<file path="config.mk">
export PLATFORM = sky130hd
export DESIGN_NAME = bp_me_wb_arbiter
export DESIGN_NICKNAME = d
export VERILOG_FILES = /design/src/rtl/bp_me_wb_pkg.sv /design/src/rtl/bp_me_wb_rr_arb.sv /design/src/rtl/bp_me_wb_arbiter.sv
export SDC_FILE = /design/constraint.sdc
export NUM_CORES = 1
export LEC_CHECK = 0
export ABC_AREA = 1
export ABC_CLOCK_PERIOD_IN_PS = 1800
export BUFFER_PORTS_ARGS = -buffer_cell sky130_fd_sc_hd__buf_2
export CORE_AREA = 2 2 193 195
export DETAILED_ROUTE_END_ITERATION = 8
export DIE_AREA = 0 0 195 197
export GPL_TIMING_DRIVEN = 0
export PLACE_DENSITY = 0.38
export SLEW_MARGIN = 40
export SYNTH_ARGS = -nofsm -noshare
export SYNTH_HDL_FRONTEND = slang
export SYNTH_SLANG_ARGS = --single-unit
</file>
<file path="constraint.sdc">
create_clock -name clk_i -period 1.8 [get_ports clk_i]
set_clock_uncertainty 0.2 [all_clocks]
set_input_delay 0.27 -clock clk_i [delete_from_list [all_inputs] [get_ports clk_i]]
set_output_delay 0.27 -clock clk_i [all_outputs]
set_load 0.03 [all_outputs]
</file>
<file path="src/rtl/bp_me_wb_pkg.sv">
// Shared Wishbone constants for the BP memory-engine Wishbone blocks.
// The address-width macro maps a BP physical address width onto a
// 64-bit-word Wishbone address width.

`define BP_ME_WB_ADDR_WIDTH(paddr_mp) ((paddr_mp) - 3)

package bp_me_wb_pkg;

    localparam int wbone_data_width_gp = 64;
    localparam int wbone_sel_width_gp  = wbone_data_width_gp / 8;
    localparam int wbone_cti_width_gp  = 3;
    localparam int wbone_bte_width_gp  = 2;

    // Cycle type identifiers that the arbiter passes through untouched
    typedef enum logic [wbone_cti_width_gp-1:0] {
        e_wb_cti_classic = 3'b000,
        e_wb_cti_incr    = 3'b010,
        e_wb_cti_end     = 3'b111
    } bp_me_wb_cti_e;

endpackage

</file>
<file path="src/rtl/bp_me_wb_rr_arb.sv">
// Combinational round-robin picker: returns the first requester at or
// after ptr_i, wrapping modulo num_masters_p, as one-hot and as an index.

module bp_me_wb_rr_arb #(
    parameter int num_masters_p = 2,
    localparam int ptr_width_lp = $clog2(num_masters_p)
) (
    input  logic [num_masters_p-1:0] req_i,
    input  logic [ptr_width_lp-1:0]  ptr_i,
    output logic [num_masters_p-1:0] grant_o,
    output logic [ptr_width_lp-1:0]  idx_o,
    output logic                     v_o
);

    logic [ptr_width_lp-1:0] cand_idx;

    // Scan offsets from farthest to nearest so the nearest requester is the last write
    always_comb begin
        grant_o  = '0;
        idx_o    = '0;
        v_o      = 1'b0;
        cand_idx = '0;
        for (int k = num_masters_p - 1; k >= 0; k--) begin
            cand_idx = ptr_width_lp'((int'(ptr_i) + k) % num_masters_p);
            if (req_i[cand_idx]) begin
                v_o               = 1'b1;
                idx_o             = cand_idx;
                grant_o           = '0;
                grant_o[cand_idx] = 1'b1;
            end
        end
    end

endmodule

</file>
<file path="src/rtl/bp_me_wb_arbiter.sv">
// Round-robin arbiter sharing one 64-bit Wishbone client port between
// several Wishbone masters. Ownership is taken per Wishbone cycle and held
// while the owner keeps cyc high; every release costs one IDLE cycle.

module bp_me_wb_arbiter
    import bp_me_wb_pkg::*;
#(
    parameter int num_masters_p = 2,
    parameter int paddr_width_p = 40,
    localparam int wbone_addr_width_lp = `BP_ME_WB_ADDR_WIDTH(paddr_width_p),
    localparam int wbone_data_width_lp = wbone_data_width_gp,
    localparam int sel_width_lp        = wbone_sel_width_gp,
    localparam int cti_width_lp        = wbone_cti_width_gp,
    localparam int bte_width_lp        = wbone_bte_width_gp,
    localparam int ptr_width_lp        = $clog2(num_masters_p)
) (
    input  logic                                         clk_i,
    input  logic                                         reset_i,

    input  logic [num_masters_p*wbone_addr_width_lp-1:0] m_adr_i,
    input  logic [num_masters_p*wbone_data_width_lp-1:0] m_dat_i,
    input  logic [num_masters_p*sel_width_lp-1:0]        m_sel_i,
    input  logic [num_masters_p-1:0]                     m_we_i,
    input  logic [num_masters_p-1:0]                     m_stb_i,
    input  logic [num_masters_p-1:0]                     m_cyc_i,
    input  logic [num_masters_p*cti_width_lp-1:0]        m_cti_i,
    input  logic [num_masters_p*bte_width_lp-1:0]        m_bte_i,
    output logic [wbone_data_width_lp-1:0]               m_dat_o,
    output logic [num_masters_p-1:0]                     m_ack_o,
    output logic [num_masters_p-1:0]                     m_err_o,
    output logic [num_masters_p-1:0]                     m_rty_o,

    output logic [wbone_addr_width_lp-1:0]               s_adr_o,
    output logic [wbone_data_width_lp-1:0]               s_dat_o,
    output logic [sel_width_lp-1:0]                      s_sel_o,
    output logic                                         s_we_o,
    output logic                                         s_stb_o,
    output logic                                         s_cyc_o,
    output logic [cti_width_lp-1:0]                      s_cti_o,
    output logic [bte_width_lp-1:0]                      s_bte_o,
    input  logic [wbone_data_width_lp-1:0]               s_dat_i,
    input  logic                                         s_ack_i,
    input  logic                                         s_err_i,
    input  logic                                         s_rty_i,

    output logic [num_masters_p-1:0]                     grant_o
);

    typedef enum logic {e_idle, e_busy} state_e;

    state_e                     state_reg;
    logic [num_masters_p-1:0]   grant_reg;
    logic [ptr_width_lp-1:0]    grant_idx_reg;
    logic [ptr_width_lp-1:0]    ptr_reg;

    logic [num_masters_p-1:0]   arb_grant;
    logic [ptr_width_lp-1:0]    arb_idx;
    logic                       arb_v;
    logic                       busy;

    // Per-master views of the packed input buses
    logic [wbone_addr_width_lp-1:0] adr_arr [num_masters_p];
    logic [wbone_data_width_lp-1:0] dat_arr [num_masters_p];
    logic [sel_width_lp-1:0]        sel_arr [num_masters_p];
    logic [cti_width_lp-1:0]        cti_arr [num_masters_p];
    logic [bte_width_lp-1:0]        bte_arr [num_masters_p];

    assign busy = (state_reg == e_busy);

    bp_me_wb_rr_arb #(
        .num_masters_p(num_masters_p)
    ) rr_arb (
        .req_i  (m_cyc_i),
        .ptr_i  (ptr_reg),
        .grant_o(arb_grant),
        .idx_o  (arb_idx),
        .v_o    (arb_v)
    );

    for (genvar gi = 0; gi < num_masters_p; gi++) begin : g_master
        assign adr_arr[gi] = m_adr_i[gi*wbone_addr_width_lp +: wbone_addr_width_lp];
        assign dat_arr[gi] = m_dat_i[gi*wbone_data_width_lp +: wbone_data_width_lp];
        assign sel_arr[gi] = m_sel_i[gi*sel_width_lp +: sel_width_lp];
        assign cti_arr[gi] = m_cti_i[gi*cti_width_lp +: cti_width_lp];
        assign bte_arr[gi] = m_bte_i[gi*bte_width_lp +: bte_width_lp];

        // Terminations reach only the owner; anything arriving in IDLE is dropped
        assign m_ack_o[gi] = busy & grant_reg[gi] & s_ack_i;
        assign m_err_o[gi] = busy & grant_reg[gi] & s_err_i;
        assign m_rty_o[gi] = busy & grant_reg[gi] & s_rty_i;
    end

    assign m_dat_o = s_dat_i;
    assign grant_o = grant_reg;

    // Downstream mux driven from the registered owner; quiet while IDLE
    always_comb begin
        s_adr_o = '0;
        s_dat_o = '0;
        s_sel_o = '0;
        s_we_o  = 1'b0;
        s_stb_o = 1'b0;
        s_cyc_o = 1'b0;
        s_cti_o = '0;
        s_bte_o = '0;
        if (busy) begin
            s_adr_o = adr_arr[grant_idx_reg];
            s_dat_o = dat_arr[grant_idx_reg];
            s_sel_o = sel_arr[grant_idx_reg];
            s_we_o  = m_we_i[grant_idx_reg];
            s_cyc_o = m_cyc_i[grant_idx_reg];
            s_stb_o = m_stb_i[grant_idx_reg] & m_cyc_i[grant_idx_reg];
            s_cti_o = cti_arr[grant_idx_reg];
            s_bte_o = bte_arr[grant_idx_reg];
        end
    end

    // Ownership FSM: arbitrate in IDLE, hold until the owner drops cyc, then advance the pointer
    always_ff @(posedge clk_i or posedge reset_i) begin
        if (reset_i) begin
            state_reg     <= e_idle;
            grant_reg     <= '0;
            grant_idx_reg <= '0;
            ptr_reg       <= '0;
        end else begin
            case (state_reg)
                e_idle: begin
                    if (arb_v) begin
                        state_reg     <= e_busy;
                        grant_reg     <= arb_grant;
                        grant_idx_reg <= arb_idx;
                    end
                end
                e_busy: begin
                    if (!m_cyc_i[grant_idx_reg]) begin
                        state_reg <= e_idle;
                        grant_reg <= '0;
                        ptr_reg   <= (grant_idx_reg == ptr_width_lp'(num_masters_p - 1))
                                     ? '0 : grant_idx_reg + 1'b1;
                    end
                end
                default: begin
                    state_reg <= e_idle;
                    grant_reg <= '0;
                end
            endcase
        end
    end

endmodule

</file>
After elaboration in Yosys (flattened, before gate mapping):

Cells that the tools add are included.

* output and inout bits: 189
* bits of input ports: 303
* word-level logic and storage cells: 81
* bits in registers: 5

* multiplexer cells: 50
* reductions and logical operators: 5
* eq/ne operators: 2
* bitwise operators: 12
* order comparisons: 6
* $add $sub $neg: 2

Operator list (number)
* two-way mux 64 bit: 4
* two-way mux 37 bit: 4
* two-way mux 8 bit: 4
* two-way mux 1 bit: 22
* two-way mux 2 bit: 8
* two-way mux 3 bit: 4
* bitwise AND 1 bit: 9
* < comparator 1 x 2 -> 1 bit, second input constant: 3
* AND reduction 2 bit: 3
* inequality test 2 bit, second input constant: 2
* one-hot mux 2 bit (2 select lines): 1
* adder 1 bit, second input constant: 2
* demux 1 bit (select 1 bit): 2
* >= comparator 1 bit, second input constant: 2
* >= comparator 2 bit, second input constant: 1
* logical AND 1 bit: 2
* inverter 1 bit: 2
* inverter 1 -> 2 bit: 1
* one-hot mux 1 bit (2 select lines): 1

Longest topological paths before layout:

Gate-level depths: netlist (run 1).

* depth after elaboration: 9
* depth in mapped cells: 6
* gate-level depth less buffers: 5

Modules after synthesis:

From an unflattened synthesis (run 1), not the netlist that was laid out.

* cell total of the unflattened synthesis: 495
* area, all modules: 2429.8 um2

Modules (own cells, without submodules)
* bp_me_wb_arbiter: area each 2397.3 um2, cells each 488, times used 1, seq. area each 125.1 um2
* bp_me_wb_rr_arb: area each 32.5 um2, cells each 7, times used 1, seq. area each 0.0 um2

Worst setup path before layout (run 1):

No wires, ideal clock.

* path type: register -> output
* start point: register grant_idx_reg
* end point: output s_dat_o[10]
* path buffers: 3
* stages on the path, launching flop included: 7
* data required time: 1330 ps
* arrival: 1307 ps
* path slack: 23 ps
* path through: dfrtp_1 buf_6 inv_6 buf_8 buf_8 nor2_2 nor2_1

* cells in the longest elaborated chain, start to end: 5

RTL lines
* start: declaration: line bp_me_wb_arbiter.sv:53 `logic [ptr_width_lp-1:0] grant_idx_reg;`
* start signal: assignment: line bp_me_wb_arbiter.sv:131 `grant_idx_reg <= arb_idx;`
* inverter 1 -> 2 bit (implied by the code): line bp_me_wb_arbiter.sv:108 `s_dat_o = dat_arr[grant_idx_reg];`
* two-way mux 64 bit (implied by the code) (3 in series): line bp_me_wb_arbiter.sv:108
* two-way mux 64 bit: line bp_me_wb_arbiter.sv:106 `if (busy) begin`
* end: declaration: line bp_me_wb_arbiter.sv:34 `output logic [wbone_data_width_lp-1:0] s_dat_o,`

Every way passes these cells. The select of a mux whose other input is x is not followed.

Worst setup path in the final report (run 1):

* start point: register grant_idx_reg
* end point: output s_adr_o[20]

* cells in the longest elaborated chain, start to end: 5

RTL lines
* inverter 1 -> 2 bit (implied by the code): line bp_me_wb_arbiter.sv:107 `s_adr_o = adr_arr[grant_idx_reg];`
* two-way mux 37 bit (implied by the code) (3 in series): line bp_me_wb_arbiter.sv:107
* two-way mux 37 bit: line bp_me_wb_arbiter.sv:106
* end: declaration: line bp_me_wb_arbiter.sv:33 `output logic [wbone_addr_width_lp-1:0] s_adr_o,`

Every way passes these cells. The select of a mux whose other input is x is not followed.

==> results.ini, run 1 <==
[floorplan]
io_pins=492
rows=70
initial_utilization_pct=7.00
dieArea_sq_um=38400
die_y_um=197
core_area_sq_um=36300
fp.dieW_um=195

[yosys]
synth_cell_types=19
syn_area_sq_um=2540
ys_ff_latch=5
syn_inst=489
ys_seq_area_share_pct=4.93
yosysTopAreaCellShare_pct=30.5
synth-warning-count=0
yosysTopAreaCell=nor2_1
synth_area_leaders=nor2_1 (30%), o21ai_0 (23%), buf_4 (19%)
syn-num-nets=792
syn_avg_cell_area_sq_um=5.19

[clock_tree]
tritoncts.num_buffers=3
cts.sink_count=5
htree_levels=1
clkLatencyLatePin_ps=220
ctsRootBufferMaster=clkbuf_16
cts_tree=built
clkTransAtPathRegs_ps=30
clk_path_buf_depth=2

[grt]
grt_antenna_before_repair=1
grt_pass1_wl_mm=26.8
track_usage_pct=9.16
grt_max_degree=11
grt_pass1_vias=4484
grt.overflow.total=0

[cells_and_area]
final_cells=1399
drive_gt1_share_pct=66.7
largest_reg_flops=2
mostFrequentLayoutCells=buf_2 (310), nor2_1 (183), buf_4 (177)
utilization_pct=17.2
area_delta_synth_final_pct=146
n_antenna_cell=0
mostFrequentLayoutCell=buf_2
fin_nets=1235

[timing]
min_period_ps=2040
setup_violations=117
hold_viol_final=0
max-slew-margin-rel_pct=74.4
setup_tns_ps=-18900
worstMarginPinSlew_ps=380
drv_slew=0
setup_slack_ps=-239
max_freq_mhz=490
grt_setup_unrepaired=yes
period_share_pct=113

[power_and_ir_drop]
max-vdd-ir-drop_mv=0.768
p_int_mw=4.52
clkPwrFrac_pct=3.2
swShare_pct=60.1
power_density_nw_per_um2=1810
leakagePower_nw=3.36
power_switching_mw=6.80
power_frac_comb_pct=94.8
pwr-share-seq_pct=2.1

[place]
place.gp.congestion=0.796
dp_hpwl_mm=16.4
dpl.cell_count=1384
numPortBuffers=427
dp_slack_ps=-505

[worst_setup_path]
crit_type=register to output pin
start_kind=register
critPathMaxFanout=10
critPathCaptureType=output pin
arrival_ps=1570
worstPathRequired_ps=1330

[routing]
routed_via_density=3.32
vias=4646
antenna_left=0
drtPass1Iterations=4
drt_wl_total_mm=19.6
drt_iter0_drc=109
drc=0
wl_per_cell_um=14.0

[run_status]
outcome=finished, violations left
violations=negative setup slack

[worst_hold_path]
holdCritPathClass=input port to register

[flow_run]
cap_viol_max_count=0

-- repair_timing --
action                     in CTS  in global routing
pin swaps                      14                 15
hold endpoints to repair        5                  0
hold buffers                    1                  0
setup endpoints to repair     118                123
setup buffers                   4                  1
gates cloned                    5                  0
resized for setup             246                 66
-- through the flow --
stage                     total power, mW  cell area [sq um]  hold slack (ps)
final                                11.3               6240              142
after global routing                 12.1               6240              155
after CTS                            11.2               6110              139
after detailed placement             8.79               5260            -7.21
after global placement               8.84               5260            -13.2
after floorplan                      5.90               2540             -151
-- cell usage after synthesis --
master    instances
a21oi_2           1
buf_2            16
buf_4            65
buf_6             4
buf_8             4
clkbuf_1          5
clkbuf_2          8
dfrtp_1           5
inv_1             7
inv_6             1
nand2_1          14
nand2_2           1
nand3_1           3
nand3_2           1
nor2_1          206
nor2_2           30
o211ai_1          1
o21ai_0         116
o21ai_1           1
-- final cells by class --
type,count,area [sq um]
Fill cell,4252,30000
Timing Repair Buffer,437,2640
Multi-Input combinational cell,374,1810
Buffer,102,941
Tap cell,468,586
Sequential cell,5,126
Clock buffer,4,78.8
Inverter,8,46.3
Timing Repair inverter,1,11.3
-- worst max-delay path, cell delays in order, from the launching register on --
cell and delay [ps]:
dfrtp_2 440, buf_12 180, inv_16 90, buf_4 180
nor2_1 60, nor2_2 210, buf_6 170
-- power groups by stage --
| stage | clock network, mW | registers (mW) | logic [mW] |
|---|---|---|---|
| 2_1_floorplan | 0 | 0.241 | 5.66 |
| 3_3_place_gp | 0 | 0.212 | 8.62 |
| 3_5_place_dp | 0 | 0.215 | 8.57 |
| 4_1_cts | 0.366 | 0.231 | 10.6 |
| 5_1_grt | 0.379 | 0.241 | 11.5 |
| 6_report | 0.361 | 0.233 | 10.7 |
-- cell families after synthesis --
group	share of synthesized area [%]
DFF	4.93
buffers and inverters	30.2
and+or+nand+nor	41.2
AOI/OAI and AO/OA	23.7
-- final timing paths --
kind | to | slack, ps | depth (start not counted) | from
setup / recovery | s_adr_o[20] | -240 | 6 | grant_idx_reg
hold / removal | grant_o[0] | 140 | 3 | m_cyc_i[0]
setup reg to reg | grant_o[1] | 390 | 6 | grant_idx_reg
hold reg to reg | ptr_reg | 320 | 2 | ptr_reg
max in group asynchronous | grant_idx_reg | 880 | 3 | reset_i
min in group asynchronous | grant_o[1] | 330 | 3 | reset_i
-- per-layer routing --
metal / global-route usage [%] / share of wire, % / up-vias
li1: - / - / 2380
met1: 10.8 / 39 / 2003
met2: 17.8 / 53 / 252
met3: 1.57 / 7.2 / 9
met4: 0.848 / 0.88 / 2
met5: 0 / 0.046 / -
Power figures use the tool's default switching activity.
==> inputs of run 2 (changes only) <==
ABC_CLOCK_PERIOD_IN_PS = 2000   (was 1800)
CORE_AREA = 2 2 189 191   (was 2 2 193 195)
DIE_AREA = 0 0 191 193   (was 0 0 195 197)
SYNTH_HIERARCHICAL = 1   (was default)
clock period = 2 ns   (was 1.8 ns; I/O delays follow)
==> results.ini, run 2 <==
[place]
dp_hpwl_mm=15.6  ; -4.8%
place_area_sq_um=5140  ; -2.2%
place.gp.congestion=0.793  ; -0.39%
numPortBuffers=427  ; unchanged

[yosys]
yosysTopAreaCell=nor2_1
yosysTopAreaCellShare_pct=36.5  ; +6.0 points
ys_ff_latch=5  ; unchanged
synth_ff_type=dfrtp_1
synth-warning-count=6  ; +6
muxShareOfSynthArea_pct=0  ; unchanged
synth_common_cells=nor2_1 (236), o21ai_0 (113), buf_4 (65)
synth_area_leaders=nor2_1 (36%), o21ai_0 (23%), buf_4 (20%)
yosys.area_share.simple_pct=39.7  ; -1.5 points
synth_cell_types=14  ; -5
syn_avg_cell_area_sq_um=4.91  ; -5.4%
syn_inst=495  ; +1.2%
syn_area_sq_um=2430  ; -4.3%
synth_top_family_by_area=simple AND/OR/NAND/NOR gates
synth_fa_ha_area_share_pct=0  ; unchanged
async_flop_share_pct=100  ; unchanged
synth_compound_area_share_pct=24.7  ; +1.0 points
synth_xor_area_share_pct=0  ; unchanged
ys_seq_area_share_pct=5.15  ; +0.22 points
synth_edf_count=0  ; unchanged
synth_most_common_cell=nor2_1
syn-num-nets=798  ; +0.76%

[worst_setup_path]
rr_worst_depth=7  ; +1
arrival_ps=1690  ; +120 ps
critPathMaxFanout=7  ; -3
worstPathRequired_ps=1500  ; +170 ps
cpPeakStageDelay_ps=430  ; about the same
start_kind=register
crit_top_cell=buf_12
r2r_end=grant_idx_reg
cp-startpoint=grant_idx_reg
crit_slowest_cell=dfrtp_2
critPathCaptureType=output pin
reg2reg_slack_ps=340  ; -50 ps
reg2reg_from=grant_idx_reg
cp_cell_sequence=buf_12, buf_16, clkinv_16, buf_12, buf_12, nor2_2, nor2_2, buf_6
crit_type=register to output pin

[power_and_ir_drop]
power_frac_comb_pct=94.6  ; -0.2 points
clkPwrFrac_pct=3.3  ; about the same
swShare_pct=58.9  ; -1.2 points
max-vdd-ir-drop_mv=0.607  ; -21%
pwr-share-seq_pct=2.1  ; about the same
power_switching_mw=5.87  ; -14%
p_int_mw=4.10  ; -9.2%
power_density_nw_per_um2=1530  ; -16%
leakagePower_nw=3.47  ; +3.3%
total_power_mw=9.97  ; -12%

[routing]
routed_via_density=3.33  ; +0.29%
drtPass1Iterations=4  ; unchanged
drc=0  ; unchanged
drt_wl_total_mm=19.4  ; -0.78%
drt_iter0_drc=110  ; +0.92%
wl_per_cell_um=13.8  ; -1.3%
antenna_left=0  ; unchanged
vias=4686  ; +0.86%

[timing]
grt_setup_unrepaired=yes
worstMarginPinSlew_ps=266  ; -114 ps
period_share_pct=109
min_period_ps=2190
setup_violations=114  ; -2.6%
hold_viol_final=0  ; unchanged
max_freq_mhz=457
setup_slack_ps=-187  ; +52.1 ps
drv_slew=0  ; unchanged
max-slew-margin-rel_pct=82.1  ; +7.7 points
setup_tns_ps=-10330  ; +8570 ps

[cells_and_area]
num-fill-cells=4083  ; -4.0%
mostFrequentLayoutCells=buf_2 (313), nor2_1 (159), buf_4 (157)
fin_nets=1250  ; +1.2%
final_area_sq_um=6530  ; +4.6%
n_antenna_cell=0  ; unchanged
largest_reg_flops=2  ; unchanged
area_delta_synth_final_pct=169
area.sequential_sq_um=126  ; unchanged
mostFrequentLayoutCell=buf_2
drive_gt1_share_pct=67.2  ; +0.53 points
multiInputGateArea_sq_um=1890  ; +4.3%

[clock_tree]
htree_levels=1  ; unchanged
cts.sink_count=5  ; unchanged
ctsRootBufferMaster=clkbuf_16
clk_path_buf_depth=2  ; unchanged
clkTransAtPathRegs_ps=30  ; about the same
tritoncts.num_buffers=3  ; unchanged
cts_tree=built
clkLatencyLatePin_ps=230  ; about the same

[grt]
grt.overflow.total=0  ; unchanged
grt_pass1_wl_mm=24.4  ; -8.8%
track_usage_pct=8.72  ; -0.44 points
grt_pass1_vias=4114  ; -8.3%
grt_antenna_before_repair=1  ; unchanged
grt_max_degree=12  ; +1

[flow_run]
cap_viol_max_count=0  ; unchanged

[worst_hold_path]
hold_path_depth=4  ; +1
holdCritPathClass=input port to register
hp-start=m_cyc_i[1]
min_to=grant_o[0]

[floorplan]
io_pins=492  ; unchanged
initial_utilization_pct=6.95  ; -0.052 points
die_y_um=193  ; -2.0%
fp.dieW_um=191  ; -2.1%
core_area_sq_um=35000  ; -3.6%
dieArea_sq_um=36900  ; -4.0%
rows=69  ; -1.4%

[run_status]
outcome=finished, violations left
violations=negative setup slack

-- run 2: worst max-delay path, delay by kind of cell, from the launching register on --
family	cells	cell delay, ps
simple gates	2	200
buf+inv	6	810
flops	1	430
-- run 2: power by group through the flow --
stage / clock network (mW) / registers, mW / logic (mW)
after floorplan: 0 / 0.221 / 4.64
after global placement: 0 / 0.190 / 7.10
after detailed placement: 0 / 0.193 / 7.08
after CTS: 0.335 / 0.199 / 8.07
after global routing: 0.342 / 0.218 / 10.1
final: 0.329 / 0.210 / 9.43
-- run 2: kinds of logic after synthesis --
family / after synthesis
AO/OA/AOI/OAI: 120
buffers and inverters: 114
flip-flops: 5
AND/OR/NAND/NOR: 256
-- run 2: cell type report --
class / count / area share [%]
buffer: 103 / 13.9
clock buffer: 4 / 1.21
inverter: 11 / 1.04
multi-input combinational: 376 / 28.9
sequential: 5 / 1.94
tap: 461 / 8.84
timing repair buffer: 446 / 43.9
timing repair inverter: 1 / 0.307
-- run 2: through the flow --
| stage | util (%) | worst slack (ps) | std cells | hold WS [ps] |
|---|---|---|---|---|
| 6_report | 18.7 | -187 | 1407 | 206 |
| 5_1_grt | 18.7 | -257 | 1407 | 223 |
| 4_1_cts | 16.2 | -225 | 1390 | 202 |
| 3_5_place_dp | 14.7 | -537 | 1383 | 28.0 |
| 3_3_place_gp | 14.7 | -489 | 1383 | 24.8 |
| 2_1_floorplan | - | 118 | 495 | -121 |
-- run 2: repair_timing --
action,4_1_cts,5_1_grt
pin swaps,8,30
cloned,1,8
setup endpoints to repair,117,117
hold endpoints to repair,5,0
gates resized for setup,161,233
buffers inserted,1,9
hold buffers,1,0
-- run 2: metal layers --
layer  routed length (um)  global-route usage (%)  share of wire (%)
met1                 8000                    11.0                 41
met2                 9930                    16.2                 51
met3                 1370                    1.12                7.1
met4                   99                    1.01               0.51
met5                    9                       0              0.046
-- run 2: worst max path at each step --
| stage | endpoint | slack, ps | cells past startpoint |
|---|---|---|---|
| floorplan | s_dat_o[27] | 120 | 7 |
| global placement | s_dat_o[57] | -490 | 5 |
| detailed placement | s_dat_o[57] | -540 | 5 |
| CTS | s_dat_o[29] | -230 | 8 |
| global route | s_dat_o[32] | -260 | 8 |
| finish | s_dat_o[29] | -190 | 8 |
